**src/rtl/duty_setpoint_ctrl.sv**
```systemverilog
`default_nettype none
// ============================================================================
// Module      : duty_setpoint_ctrl
// Description : Setpoint controller in front of an 8-bit PWM generator.
//               Arbitrates quadrature-encoder steps against a host load
//               port, slew-limits an internal ramp toward the target and
//               hands the ramp value to the PWM only at period boundaries.
// Revision    : 1.0 - initial release
// ============================================================================
module duty_setpoint_ctrl #(
  parameter logic [7:0]  DUTY_INIT = 8'd127,
  parameter int unsigned SLEW_DIV  = 16
) (
  input  logic       clk,
  input  logic       rst,
  input  logic       encoder_a,
  input  logic       encoder_b,
  input  logic       period_start,
  input  logic       host_valid,
  input  logic [7:0] host_duty,
  output logic       host_ready,
  input  logic       err_clr,
  output logic [7:0] duty_cycle,
  output logic [7:0] target,
  output logic       busy,
  output logic       enc_error
);

  localparam logic [15:0] c_PRESC_TERM = 16'(SLEW_DIV - 1);

  typedef enum logic [1:0] {
    S_IDLE   = 2'd0,
    S_RAMP   = 2'd1,
    S_SETTLE = 2'd2
  } state_t;

  logic       r_a_meta;
  logic       r_a_sync;
  logic       r_b_meta;
  logic       r_b_sync;
  logic [1:0] r_prev_ab;
  state_t     r_state;
  logic [7:0] r_ramp_val;
  logic [15:0] r_presc;

  logic [1:0] w_cur_ab;
  logic [1:0] w_ab_diff;
  logic       w_enc_inc;
  logic       w_enc_dec;
  logic       w_enc_illegal;
  logic       w_host_load;
  logic [7:0] w_target_nxt;
  logic [7:0] w_duty_nxt;
  logic       w_target_chg;
  logic       w_presc_term;

  // Two-flop synchronizers on the encoder pins plus the previous-sample register
  always_ff @(posedge clk or posedge rst) begin
    if (rst) begin
      r_a_meta  <= 1'b0;
      r_a_sync  <= 1'b0;
      r_b_meta  <= 1'b0;
      r_b_sync  <= 1'b0;
      r_prev_ab <= 2'b00;
    end else begin
      r_a_meta  <= encoder_a;
      r_a_sync  <= r_a_meta;
      r_b_meta  <= encoder_b;
      r_b_sync  <= r_b_meta;
      r_prev_ab <= {r_a_sync, r_b_sync};
    end
  end

  // Step decode: only the A-rising edges count, one request per full cycle
  assign w_cur_ab      = {r_a_sync, r_b_sync};
  assign w_ab_diff     = w_cur_ab ^ r_prev_ab;
  assign w_enc_inc     = (r_prev_ab == 2'b01) && (w_cur_ab == 2'b11);
  assign w_enc_dec     = (r_prev_ab == 2'b00) && (w_cur_ab == 2'b10);
  assign w_enc_illegal = (w_ab_diff == 2'b11);

  // Sticky illegal-transition flag; a new error beats a simultaneous clear
  always_ff @(posedge clk or posedge rst) begin
    if (rst) begin
      enc_error <= 1'b0;
    end else if (w_enc_illegal) begin
      enc_error <= 1'b1;
    end else if (err_clr) begin
      enc_error <= 1'b0;
    end
  end

  // Host load has priority; encoder steps saturate instead of wrapping
  assign w_host_load = host_valid && host_ready;

  always_comb begin
    w_target_nxt = target;
    if (w_host_load) begin
      w_target_nxt = host_duty;
    end else if (w_enc_inc && (target != 8'hFF)) begin
      w_target_nxt = target + 8'd1;
    end else if (w_enc_dec && (target != 8'h00)) begin
      w_target_nxt = target - 8'd1;
    end
  end

  assign w_target_chg = (w_target_nxt != target);
  assign w_presc_term = (r_presc == c_PRESC_TERM);
  // The PWM sees the pre-step ramp value when a step and a boundary coincide
  assign w_duty_nxt   = period_start ? r_ramp_val : duty_cycle;

  // Ramp FSM with target, ramp, duty and handshake outputs all registered
  always_ff @(posedge clk or posedge rst) begin
    if (rst) begin
      r_state    <= S_IDLE;
      target     <= DUTY_INIT;
      r_ramp_val <= DUTY_INIT;
      duty_cycle <= DUTY_INIT;
      r_presc    <= 16'd0;
      host_ready <= 1'b1;
      busy       <= 1'b0;
    end else begin
      target     <= w_target_nxt;
      duty_cycle <= w_duty_nxt;
      busy       <= (w_duty_nxt != w_target_nxt);
      case (r_state)
        S_IDLE: begin
          if (w_target_chg) begin
            r_state    <= S_RAMP;
            r_presc    <= 16'd0;
            host_ready <= 1'b0;
          end
        end
        S_RAMP: begin
          if ((r_ramp_val == target) && !w_target_chg) begin
            // A boundary in this very cycle already delivers the final value
            if (period_start) begin
              r_state    <= S_IDLE;
              host_ready <= 1'b1;
            end else begin
              r_state <= S_SETTLE;
            end
          end else if (w_presc_term) begin
            r_presc <= 16'd0;
            if (r_ramp_val < target) begin
              r_ramp_val <= r_ramp_val + 8'd1;
            end else if (r_ramp_val > target) begin
              r_ramp_val <= r_ramp_val - 8'd1;
            end
          end else begin
            r_presc <= r_presc + 16'd1;
          end
        end
        S_SETTLE: begin
          if (w_target_chg) begin
            r_state <= S_RAMP;
            r_presc <= 16'd0;
          end else if (period_start) begin
            r_state    <= S_IDLE;
            host_ready <= 1'b1;
          end
        end
        default: begin
          r_state    <= S_IDLE;
          host_ready <= 1'b1;
        end
      endcase
    end
  end

endmodule
`default_nettype wire

```
**config.mk**
```make
export PLATFORM = sky130hd
export DESIGN_NAME = duty_setpoint_ctrl
export DESIGN_NICKNAME = d
export VERILOG_FILES = /design/src/rtl/duty_setpoint_ctrl.sv
export SDC_FILE = /design/constraint.sdc
export NUM_CORES = 1
export LEC_CHECK = 0
export ABC_AREA = 1
export CAP_MARGIN = 10
export CORE_MARGIN = 2
export CORE_UTILIZATION = 36
export DETAILED_ROUTE_END_ITERATION = 12
export PLACE_DENSITY = 0.53
export SETUP_SLACK_MARGIN = 0.3
export SYNTH_ARGS = -nofsm -noshare
export SYNTH_HDL_FRONTEND = slang
export SYNTH_SLANG_ARGS = --single-unit
```
**constraint.sdc**
```tcl
create_clock -name clk -period 6.1 [get_ports clk]
set_input_delay 0.915 -clock clk [delete_from_list [all_inputs] [get_ports clk]]
set_output_delay 0.915 -clock clk [all_outputs]
set_load 0.02 [all_outputs]
```
# After elaboration in Yosys (flattened, before gate mapping)
# Index checks and enable logic that the tools add are counted.
[totals] ff_bits=51 input_bits=15 out_inout_bits=19 elab_cells=80
[op_classes] add_sub_neg=5 n_lt_le_gt_ge=2 n_eq_ne=17 muxes=23 n_bitwise=2 n_reduce_logical=18
[op_table] op="$mux 16" n=3
[op_table] op="$mux 8" n=6
[op_table] op="$pmux 16 s2" n=1
[op_table] op="$add 16x1->16 const B" n=1
[op_table] op="$add 8x1->8 const B" n=2
[op_table] op="$eq 16x4->1 const B" n=1
[op_table] op="$ne 8x8->1" n=2
[op_table] op="$sub 8x1->8 const B" n=2
[op_table] op="$mux 2" n=5
[op_table] op="$reduce_and 3->1" n=3
[op_table] op="$eq 2x2->1 const B" n=4
[op_table] op="$eq 8x8->1" n=1
[op_table] op="$gt 8x8->1" n=1
[op_table] op="$lt 8x8->1" n=1
[op_table] op="$ne 2x2->1 const B" n=4
[op_table] op="$ne 8x8->1 const B" n=1
[op_table] op="$reduce_bool 8->1" n=1
[op_table] op="$logic_and 1x1->1" n=6
[op_table] op="$mux 1" n=6
[op_table] op="$pmux 2 s3" n=1
[op_table] op="$reduce_bool 2->1" n=3
[op_table] op="$eq 2x1->1 const B" n=2
[op_table] op="$logic_not 2->1" n=2
[op_table] op="$reduce_and 4->1" n=1
[op_table] op="other kinds (7)" n=7

# Depth between registers and ports, before layout
# Gate-level depths: netlist of the first run.
[depth] depth_word=11 ltp_mapped=22 mapped_depth_nobuf=22

# Least setup slack after synthesis of the first run
# OpenSTA, ideal clock, no wires.
[synth_path] path_type="reg2reg" start="register target[1]" end="register r_ramp_val[7]" setup_ns=0.076 t_arrival_ns=3.517 required_ns=6.024 setup_slack_ns=2.506 stages_incl_launch_ff=20 n_path_buf=0 synth_period_minus_slack_ns=3.594 path_cell_list="dfstp_2 inv_1 ha_1 inv_1 nor2_1 nor2_1 o21a_1 o21a_1 o21ai_0 ha_1 a21oi_1 nand2_1 a21oi_1 o21bai_1 nand2_1 nand2_1 a21oi_1 xor2_1 inv_1 o21ai_1"
[synth_between] elab_chain_cells=10 elab_cells_between_ends=19 cone_classes="add/sub: 2; order compare: 2; eq/ne: 3; mux: 4; bitwise: 1; reduce/logical: 7"
[synth_lines] item="start: declaration" line="24" source="output logic [7:0] target,"
[synth_lines] item="start signal: assignment" line="122" source="target <= w_target_nxt;"
[synth_lines] item="parallel branches: the longest is 10 deep, another holds $sub 8x1->8"
[synth_lines] item="end signal: assignment" line="145" source="r_ramp_val <= r_ramp_val + 8'd1;"
[synth_lines] item="end signal: assignment" line="147" source="r_ramp_val <= r_ramp_val - 8'd1;"
[synth_lines] item="end: declaration" line="43" source="logic [7:0] r_ramp_val;"
# Several ways; the timed one is not identified.
# A chain may end at the register's enable or synchronous reset.

# Final worst setup path of the first run
# Ends and elaborated chain as after synthesis.

==> impl_metrics.toml, run 1 <==
[finish]
fillers = 1077
final_area_mm2 = 0.00440
final_util = 0.426
nNetsFinal = 585
diodes = 0
area_delta_synth_final_pct = 15.1
stdcell_count = 683
layout-drive-gt1-share = 0.161

[clocking]
cts_tree = "built"
cts_hold_buffers = 0
ctsResizeCount = 0
cts_buffer_depth = 2
htreeDepth = 2
cts_root_buf = "clkbuf_8"
numCtsBuffers = 5
post_cts_buffers = 0
clk_pin_slew_ps = 100
clock_latency_ps = 300
clock_sinks = 51

[min_path]
holdCritPathClass = "reg -> reg"
min_path_cells = 0

[synthesis]
synth-seq-cells = 51
synth_xor_area_frac = 0.0481
synth_area_mm2 = 0.00382
synth_cell_types = 40
yosys.area_share.simple = 0.384
synth_seq_area_share = 0.341
yosysWarnings = 0
synth_top_family_by_area = "simple AND/OR/NAND/NOR gates"
synthAdderAreaFrac = 0.0806
synth.avg_cell_area_um2 = 7.46
syn-num-nets = 551
synth_compound_area_frac = 0.0619
synthCells = 512
synth_mux_area_frac = 0.0147

[detailed_routing]
wl_per_cell_um = 13.1
drc = 0
route.vias.total = 3262
wl_um = 8980
final_antenna_net_count = 0
viasPerCell = 4.78
drt_first_pass_iters = 5
drt_iter0_drc = 140

[global_route]
grt_usage = 0.172
grt_pass1_wl_um = 15900
grt_max_degree = 52
grt_pass1_vias = 3249
antenna_found_initial = 0
grt.overflow.total = 0

[pwr]
leakagePower_nw = 2.12
p_per_area_mw_per_mm2 = 354
peakVddDrop_mv = 0.115

[critical_path]
required_ps = 6330
worst_setup_path_start_kind = "flip-flop"
end_kind = "flip-flop"
arrival_ps = 3610
worstRegToRegCells = 20
critPathKind = "reg -> reg"
worstPathMaxFanout = 9

[sta]
finalHoldViolCount = 0
worst_slew_pin_slew_ps = 663
min_period_ps = 3380
clock_skew_ps = 11.3
fmax_mhz = 296
slew_viol_final = 0
rsz0062_at_grt = "false"
slew_headroom = 0.558
setup_tns_ps = 0
period_share = 0.554
final-setup-viol-count = 0

[die]
start_util = 0.370
row_count = 37
ios = 34
chipHeight_um = 107
core-area_mm2 = 0.0103
die_area_mm2 = 0.0115
die_x_um = 107

[place]
place_area_mm2 = 0.00429
post-place-cells = 675
port_buffers = 33
place.gp.congestion = 0.804
dp_hpwl_um = 6870

[flow_run]
drv_cap = 0

[status]
status = "complete, no violations"
[per-stage QoR]
stage / setup WS (ps) / hold WS [ps] / total power [mW]
2_1_floorplan: 2510 / 331 / 1.10
3_3_place_gp: 2630 / 334 / 1.32
4_1_cts: 2720 / 362 / 1.57
6_report: 2720 / 359 / 1.55
5_1_grt: 2420 / 380 / 1.70
3_5_place_dp: 2550 / 340 / 1.33
[path summary, 6_finish.rpt]
path / slack, ps / from / to
max in group asynchronous: 4560 / rst / r_presc[11]$_DFFE_PP0P_
setup / recovery: 2720 / target[1]$_DFF_PP1_ / r_ramp_val[7]$_DFFE_PP0P_
hold reg to reg: 360 / r_b_meta$_DFF_PP0_ / r_b_sync$_DFF_PP0_
min in group asynchronous: 1100 / rst / enc_error$_DFFE_PP0P_
hold / removal: 360 / r_b_meta$_DFF_PP0_ / r_b_sync$_DFF_PP0_
setup reg to reg: 2720 / target[1]$_DFF_PP1_ / r_ramp_val[7]$_DFFE_PP0P_
[placed cells by master (no fill, tap or decap), drive strengths merged, types with 17 or more instances in the layout]
cell type,instances
nand3,54
nand2,163
inv,57
dfstp,22
ha,23
dfrtp,29
a21oi,17
clkdlybuf4s50,33
o21ai,20
nor2,47
[worst max-delay path: stages, from the launching register on]
cell      delay (ps)
dfstp_2          600
inv_1            150
ha_1             320
inv_1             50
nor2_1            80
nor2_1            40
o21a_1           160
o21a_1           160
o21ai_0          140
buf_4            200
ha_1             290
a21oi_1          150
nand2_1          100
a21oi_1          150
o21bai_1         110
nand2_1           70
nand2_1           50
a21oi_1          150
xor2_1           150
inv_1             50
o21ai_1          130
[report_power, final]
group | internal, mW | switching [mW]
logic | 0.298 | 0.509
registers | 0.421 | 0.0888
clock network | 0.123 | 0.114
total | 0.842 | 0.712
[routing by layer]
metal	global-route usage	routed length, um	vias up
met4	0.0390	76	0
li1	-	-	1722
met3	0.0237	247	7
met1	0.253	4710	1492
met2	0.269	3950	41
met5	0	0	-
[area by class of cell]
class	instances	area, um^2	area share
clock buffer	7	76.3	0.0174
clock inverter	1	30.0	0.00683
inverter	58	218	0.0495
multi-input combinational	395	2250	0.512
sequential	51	1300	0.297
tap	136	170	0.0387
timing repair buffer	35	345	0.0786
[cells by family (layout without fill, tap and decap cells)]
| kind of cell | after synthesis | in the layout |
|---|---|---|
| simple gates | 301 | 301 |
| mux | 5 | 5 |
| xor+xnor | 21 | 21 |
| compound gates | 44 | 44 |
| buf+inv | 66 | 101 |
| fa+ha+maj | 24 | 24 |
| flops | 51 | 51 |
[Yosys cell counts]
library cell  instances  share of area
o21a_1                2         0.0039
nor3_1                9          0.012
o211ai_1              3         0.0059
nor2_4                8          0.024
or2_1                 1         0.0016
nor4b_1               1         0.0023
nor2_2                4         0.0065
dfrtp_1              29           0.19
clkinv_1              1        0.00098
nand3_1              49          0.064
inv_1                51          0.050
o21ai_1               7         0.0092
o21bai_1              1         0.0020
buf_2                 4         0.0052
nand3b_1              1         0.0020
nor2_1               35          0.034
xor2_1               10          0.023
clkbuf_1              2         0.0020
nand2_4               3         0.0088
inv_2                 6         0.0059
buf_6                 1         0.0029
nand2_2              17          0.028
nand3_4               1         0.0046
o21ai_0              13          0.017
nand3_2               4          0.010
nand4_1              11          0.018
or2_2                 8          0.013
fa_1                  1         0.0052
a31oi_1               1         0.0016
xnor2_1              11          0.025
ha_1                 23          0.075
nor3b_1               1         0.0020
buf_4                 1         0.0020
and3_1                2         0.0033
nand2_8               1         0.0052
nor4_1                3         0.0049
mux2_2                5          0.015
dfstp_2              22           0.15
nand2_1             142           0.14
a21oi_1              17          0.022
[flip-flops by register name, summed over array words and instances, names as in the netlist]
signal / flops
r_b_sync: 1
r_a_sync: 1
r_a_meta: 1
duty_cycle: 8
r_ramp_val: 8
busy: 1
r_b_meta: 1
enc_error: 1
r_prev_ab: 2
host_ready: 1
r_presc: 16
r_state: 2
target: 8
Note: power is estimated with default switching activity, not from simulation.
==> run 2: changes to the inputs <==
Clock period 6.1 ns to 3.2 ns, I/O delays scaled along.
==> run 2 against run 1 <==
Compared with the run above:
- clock skew is 2.9 ps higher
- via count is 7.0% higher
- worst setup slack worse by 2500 ps
- flip-flop and latch count is the same
- register-to-register slack worse by 2500 ps
- critical path depth shrank 1
- largest cell class unchanged
- total power up 100%
- largest power group unchanged
==> impl_metrics.toml, run 2 (same netlist as run 1, synthesis figures left out) <==
[sta]
slew_viol_final = 0
finalHoldViolCount = 0
final-setup-viol-count = 0
fmax_mhz = 339
period_share = 0.921
slew_headroom = 0.579
rsz0062_at_grt = "true"
min_period_ps = 2950
clock_skew_ps = 14.3
setup_tns_ps = 0
worst_slew_pin_slew_ps = 625

[critical_path]
critPathKind = "reg -> reg"
cpPeakStageDelay_ps = 570
worst_setup_path_start_kind = "flip-flop"
required_ps = 3430
cp_cell_sequence = "inv_4 > ha_4 > inv_2 > nor2_1 > nor2_1 > o21a_1 > o21a_1 > o21ai_4 > ha_1 > nand3_1 > nand2_2 > a21oi_2 > o21bai_1 > nand2_1 > nand2_1 > a21oi_2 > xor2_1 > inv_1 > o21ai_1"
worstPathMaxFanout = 5
cpMaxStageDelayCell = "dfstp_2"
end_kind = "flip-flop"
arrival_ps = 3180

[global_route]
grt_usage = 0.174
grt_pass1_wl_um = 16000
antenna_found_initial = 0
grt_pass1_vias = 3328
grt.overflow.total = 0
grt_max_degree = 22

[finish]
layout_commonest_cell = "nand2_1"
fillers = 1010
mostFrequentLayoutCells = "nand2_1 (138), nand3_1 (49), inv_1 (47), buf_4 (39), nor2_1 (35)"
area_delta_synth_final_pct = 26.8
top_register = "r_presc"
layout-drive-gt1-share = 0.249
final_util = 0.469
nNetsFinal = 625
diodes = 0
largest_register_ff_count = 16

[status]
status = "complete, no violations"

[die]
ios = 34
die_x_um = 107
die_area_mm2 = 0.0115
core-area_mm2 = 0.0103
start_util = 0.370
row_count = 37
chipHeight_um = 107

[place]
place.gp.congestion = 0.858
dp_hpwl_um = 7080
port_buffers = 33

[clocking]
clk_pin_slew_ps = 90
cts_hold_buffers = 0
numCtsBuffers = 5
htreeDepth = 2
clock_sinks = 51
clock_latency_ps = 310
cts_root_buf = "clkbuf_8"
cts_tree = "built"
cts_buffer_depth = 2

[detailed_routing]
route.met2.wl_um = 4480
wl_um = 9690
wl_met1_um = 4880
drt_iter0_drc = 170
routed.top_layer = "met4"
drt_first_pass_iters = 4
dr_wl_met3_um = 287
drc = 0
route.vias.total = 3490
final_antenna_net_count = 0
wl_per_cell_um = 13.4
viasPerCell = 4.83

[min_path]
holdCritPathClass = "reg -> reg"

[flow_run]
drv_cap = 0

[pwr]
peakVddDrop_mv = 0.275
p_per_area_mw_per_mm2 = 654
leakagePower_nw = 2.31
run 2: what timing repair did:
| item | 4_1_cts | 5_1_grt |
|---|---|---|
| gates cloned | 0 | 1 |
| gates resized for setup | 7 | 14 |
| buffers inserted | 5 | 23 |
| endpoints found under the setup margin | 18 | 26 |
| pin swaps | 5 | 20 |
run 2: final timing paths:
check	startpoint	end	slack [ps]	cells after the start
max	target[1]$_DFF_PP1_	r_ramp_val[7]$_DFFE_PP0P_	250	19
min	r_a_meta$_DFF_PP0_	r_a_sync$_DFF_PP0_	370	0
max reg2reg	target[1]$_DFF_PP1_	r_ramp_val[7]$_DFFE_PP0P_	250	19
min reg2reg	r_a_meta$_DFF_PP0_	r_a_sync$_DFF_PP0_	370	0
max in group asynchronous	rst	duty_cycle[5]$_DFF_PP1_	2010	3
min in group asynchronous	rst	r_presc[14]$_DFFE_PP0P_	510	2
run 2: layout make-up:
type                    count  area [um^2]  area share
well taps                 136          170      0.0351
repair buffers             74          663       0.137
inverters                  58          220      0.0455
multi-input cells         396         2400       0.496
flip-flops and latches     51         1300       0.269
clock buffers               6         72.6      0.0150
clock inverters             2         12.5     0.00258
run 2: where the power goes:
part	leakage [nW]	total [mW]	switching (mW)	internal [mW]
logic	1.66	1.86	1.10	0.761
registers	0.604	0.923	0.123	0.800
clock network	0.0412	0.381	0.227	0.154
total	2.31	3.17	1.45	1.71
run 2: through the flow:
stage               hold slack [ps]  std cells  setup WS, ps  total power [mW]  area (um^2)
floorplan                       331        512           154              2.11         3850
global placement                352        686           189              2.59         4400
detailed placement              347        686          72.7              2.60         4400
CTS                             368        699           250              3.02         4570
global route                    380        723          56.9              3.43         4840
finish                          368        723           251              3.17         4840
run 2: layer usage:
metal,vias up,global-route usage
met5,-,0
met4,0,0.0325
met3,2,0.0219
met2,49,0.276
met1,1632,0.256
li1,1807,-
run 2: worst max-delay path: cells and delay by family (launching register included):
| family | cells | cell delay [ps] |
|---|---|---|
| XOR/XNOR | 1 | 150 |
| adder cells (fa/ha/maj) | 2 | 550 |
| AO/OA/AOI/OAI | 7 | 1070 |
| flip-flops | 1 | 570 |
| buffers and inverters | 3 | 130 |
| AND/OR/NAND/NOR | 6 | 410 |
==> run 3: changes to the inputs <==
Settings changed: PLACE_DENSITY 0.53 to not set, PLACE_DENSITY_LB_ADDON set to 0.12.
Clock period 3.2 ns to 2.6 ns, I/O delays scaled along.
==> run 3 against run 2 <==
Compared with the run above:
- the run now ends with setup timing left
- non-clock buffer count up 44
- clock power up 76%
- sequential power up 21%
- routed wire length up 8.8%
- hold slack worse by 9.0 ps
- via count up 7.6%
- utilization up 6.8 points
- critical path depth up 2
- critical path type unchanged
==> impl_metrics.toml, run 3 (same netlist as run 1, synthesis figures left out) <==
[sta]
hold_ws_ps = 359
rsz0062_at_grt = "true"
final-setup-viol-count = 27
period_share = 1.13
finalHoldViolCount = 0
fmax_mhz = 341
worst_slew_pin_slew_ps = 599
slew_headroom = 0.595
setup_ws_ps = -331
slew_viol_final = 0
clock_skew_ps = 12.1
min_period_ps = 2930

[detailed_routing]
drc = 0
drt_iter0_drc = 234
viasPerCell = 4.89
final_antenna_net_count = 0
wl_per_cell_um = 13.7
route.vias.total = 3755
wl_um = 10500
drt_first_pass_iters = 5

[clocking]
cts_tree = "built"
clock_sinks = 51
cts_hold_buffers = 0
clk_pin_slew_ps = 100
numCtsBuffers = 5
cts_root_buf = "clkbuf_8"
cts_buffer_depth = 2
htreeDepth = 2
clock_latency_ps = 310

[die]
chipHeight_um = 107
core-area_mm2 = 0.0103
die_x_um = 107
ios = 34
start_util = 0.370
die_area_mm2 = 0.0115
row_count = 37

[global_route]
grt_pass1_wl_um = 17800
grt_max_degree = 28
grt_pass1_vias = 3638
antenna_found_initial = 0
grt.overflow.total = 0
grt_usage = 0.196

[finish]
layout_commonest_cell = "nand2_1"
layout-drive-gt1-share = 0.356
mostFrequentLayoutCells = "nand2_1 (125), buf_4 (64), inv_1 (46), nand3_1 (39), nor2_1 (33)"
diodes = 0
area_delta_synth_final_pct = 45.2
seq_area_mm2 = 0.00130
multiInputGateArea_mm2 = 0.00257
nNetsFinal = 670
top_register = "r_presc"
largest_register_ff_count = 16
final_util = 0.537
stdcell_count = 768
fillers = 1005

[place]
dp_hpwl_um = 7620
post-place-cells = 734
place_ws_ps = -301
port_buffers = 33
place.gp.congestion = 0.821

[pwr]
clkPwrFrac = 0.141
leakagePower_nw = 2.64
seq_power_share = 0.235
share_comb_of_total_power = 0.625
swShare = 0.423
internal-power_mw = 2.75
finalPower_mw = 4.76
peakVddDrop_mv = 0.371
p_switching_mw = 2.02
p_per_area_mw_per_mm2 = 858

[flow_run]
drv_cap = 0

[critical_path]
worstPathMaxFanout = 5
crit_end = "r_presc[3]$_DFFE_PP0P_"
r2r_end = "r_presc[3]$_DFFE_PP0P_"
arrival_ps = 3150
worstRegToRegCells = 21
required_ps = 2820
worst_setup_path_start_kind = "flip-flop"
end_kind = "flip-flop"
crit_start = "target[1]$_DFF_PP1_"
critPathKind = "reg -> reg"
r2r-start = "target[1]$_DFF_PP1_"
rrSetupSlack_ps = -330

[status]
failed_checks = "setup timing"
status = "finished, violations left"

[min_path]
holdCritPathClass = "reg -> reg"
[run 3: how the worst min path moves through the flow]
stage | endpoint | depth (start not counted) | slack, ps | startpoint
after detailed placement | r_a_sync$_DFF_PP0_ | 0 | 340 | r_a_meta$_DFF_PP0_
after global routing | r_a_sync$_DFF_PP0_ | 0 | 380 | r_a_meta$_DFF_PP0_
after CTS | r_a_sync$_DFF_PP0_ | 0 | 360 | r_a_meta$_DFF_PP0_
final | r_a_sync$_DFF_PP0_ | 0 | 360 | r_a_meta$_DFF_PP0_
after floorplan | r_a_sync$_DFF_PP0_ | 0 | 330 | r_a_meta$_DFF_PP0_
after global placement | r_a_sync$_DFF_PP0_ | 0 | 340 | r_a_meta$_DFF_PP0_
[run 3: what timing repair did]
item,4_1_cts,5_1_grt
setup buffers,10,11
pin swaps,21,34
setup endpoints to repair,28,28
resized for setup,34,33
cloned,5,0
[run 3: metrics by stage]
step | TNS, ps | instance area (um^2)
detailed placement | -3130 | 4890
global placement | -2250 | 4890
floorplan | -883 | 3940
global route | -12110 | 5550
finish | -7740 | 5550
CTS | -4640 | 5320
[run 3: metal layers]
metal,global-route usage,part of all wire,wire [um],vias to the layer above
met2,0.334,0.48,5030,88
met3,0.0201,0.035,367,6
li1,-,-,-,1898
met1,0.272,0.48,5060,1763
met4,0.0343,0.0072,76,0
met5,0,0,0,-
[run 3: critical path, cell delays in order, from the launching register on]
cell	delay, ps
dfstp_2	570
buf_4	120
buf_6	80
buf_6	100
ha_4	140
nand2_4	60
nor2_4	120
nand2_4	120
nand3_4	100
nand2_4	50
nand2_2	70
inv_2	40
o211ai_1	180
nand2_1	120
nor2_4	150
nand2_2	70
nor2_4	150
nand3_4	150
buf_12	190
buf_6	120
nand3_1	70
nand2_1	60
[run 3: cell type report]
type | count | share of cell area
multi-input combinational | 397 | 0.464
timing repair buffer | 118 | 0.205
clock buffer | 6 | 0.0131
tap | 136 | 0.0307
clock inverter | 2 | 0.0108
sequential | 51 | 0.235
inverter | 58 | 0.0410
[run 3: power by group through the flow]
stage          clock (mW)  sequential, mW  combinational, mW
6_report            0.670            1.12               2.97
5_1_grt             0.714            1.14               3.29
4_1_cts             0.683            1.12               2.80
2_1_floorplan           0            1.26               1.40
3_3_place_gp            0            1.12               2.48
3_5_place_dp            0            1.13               2.52
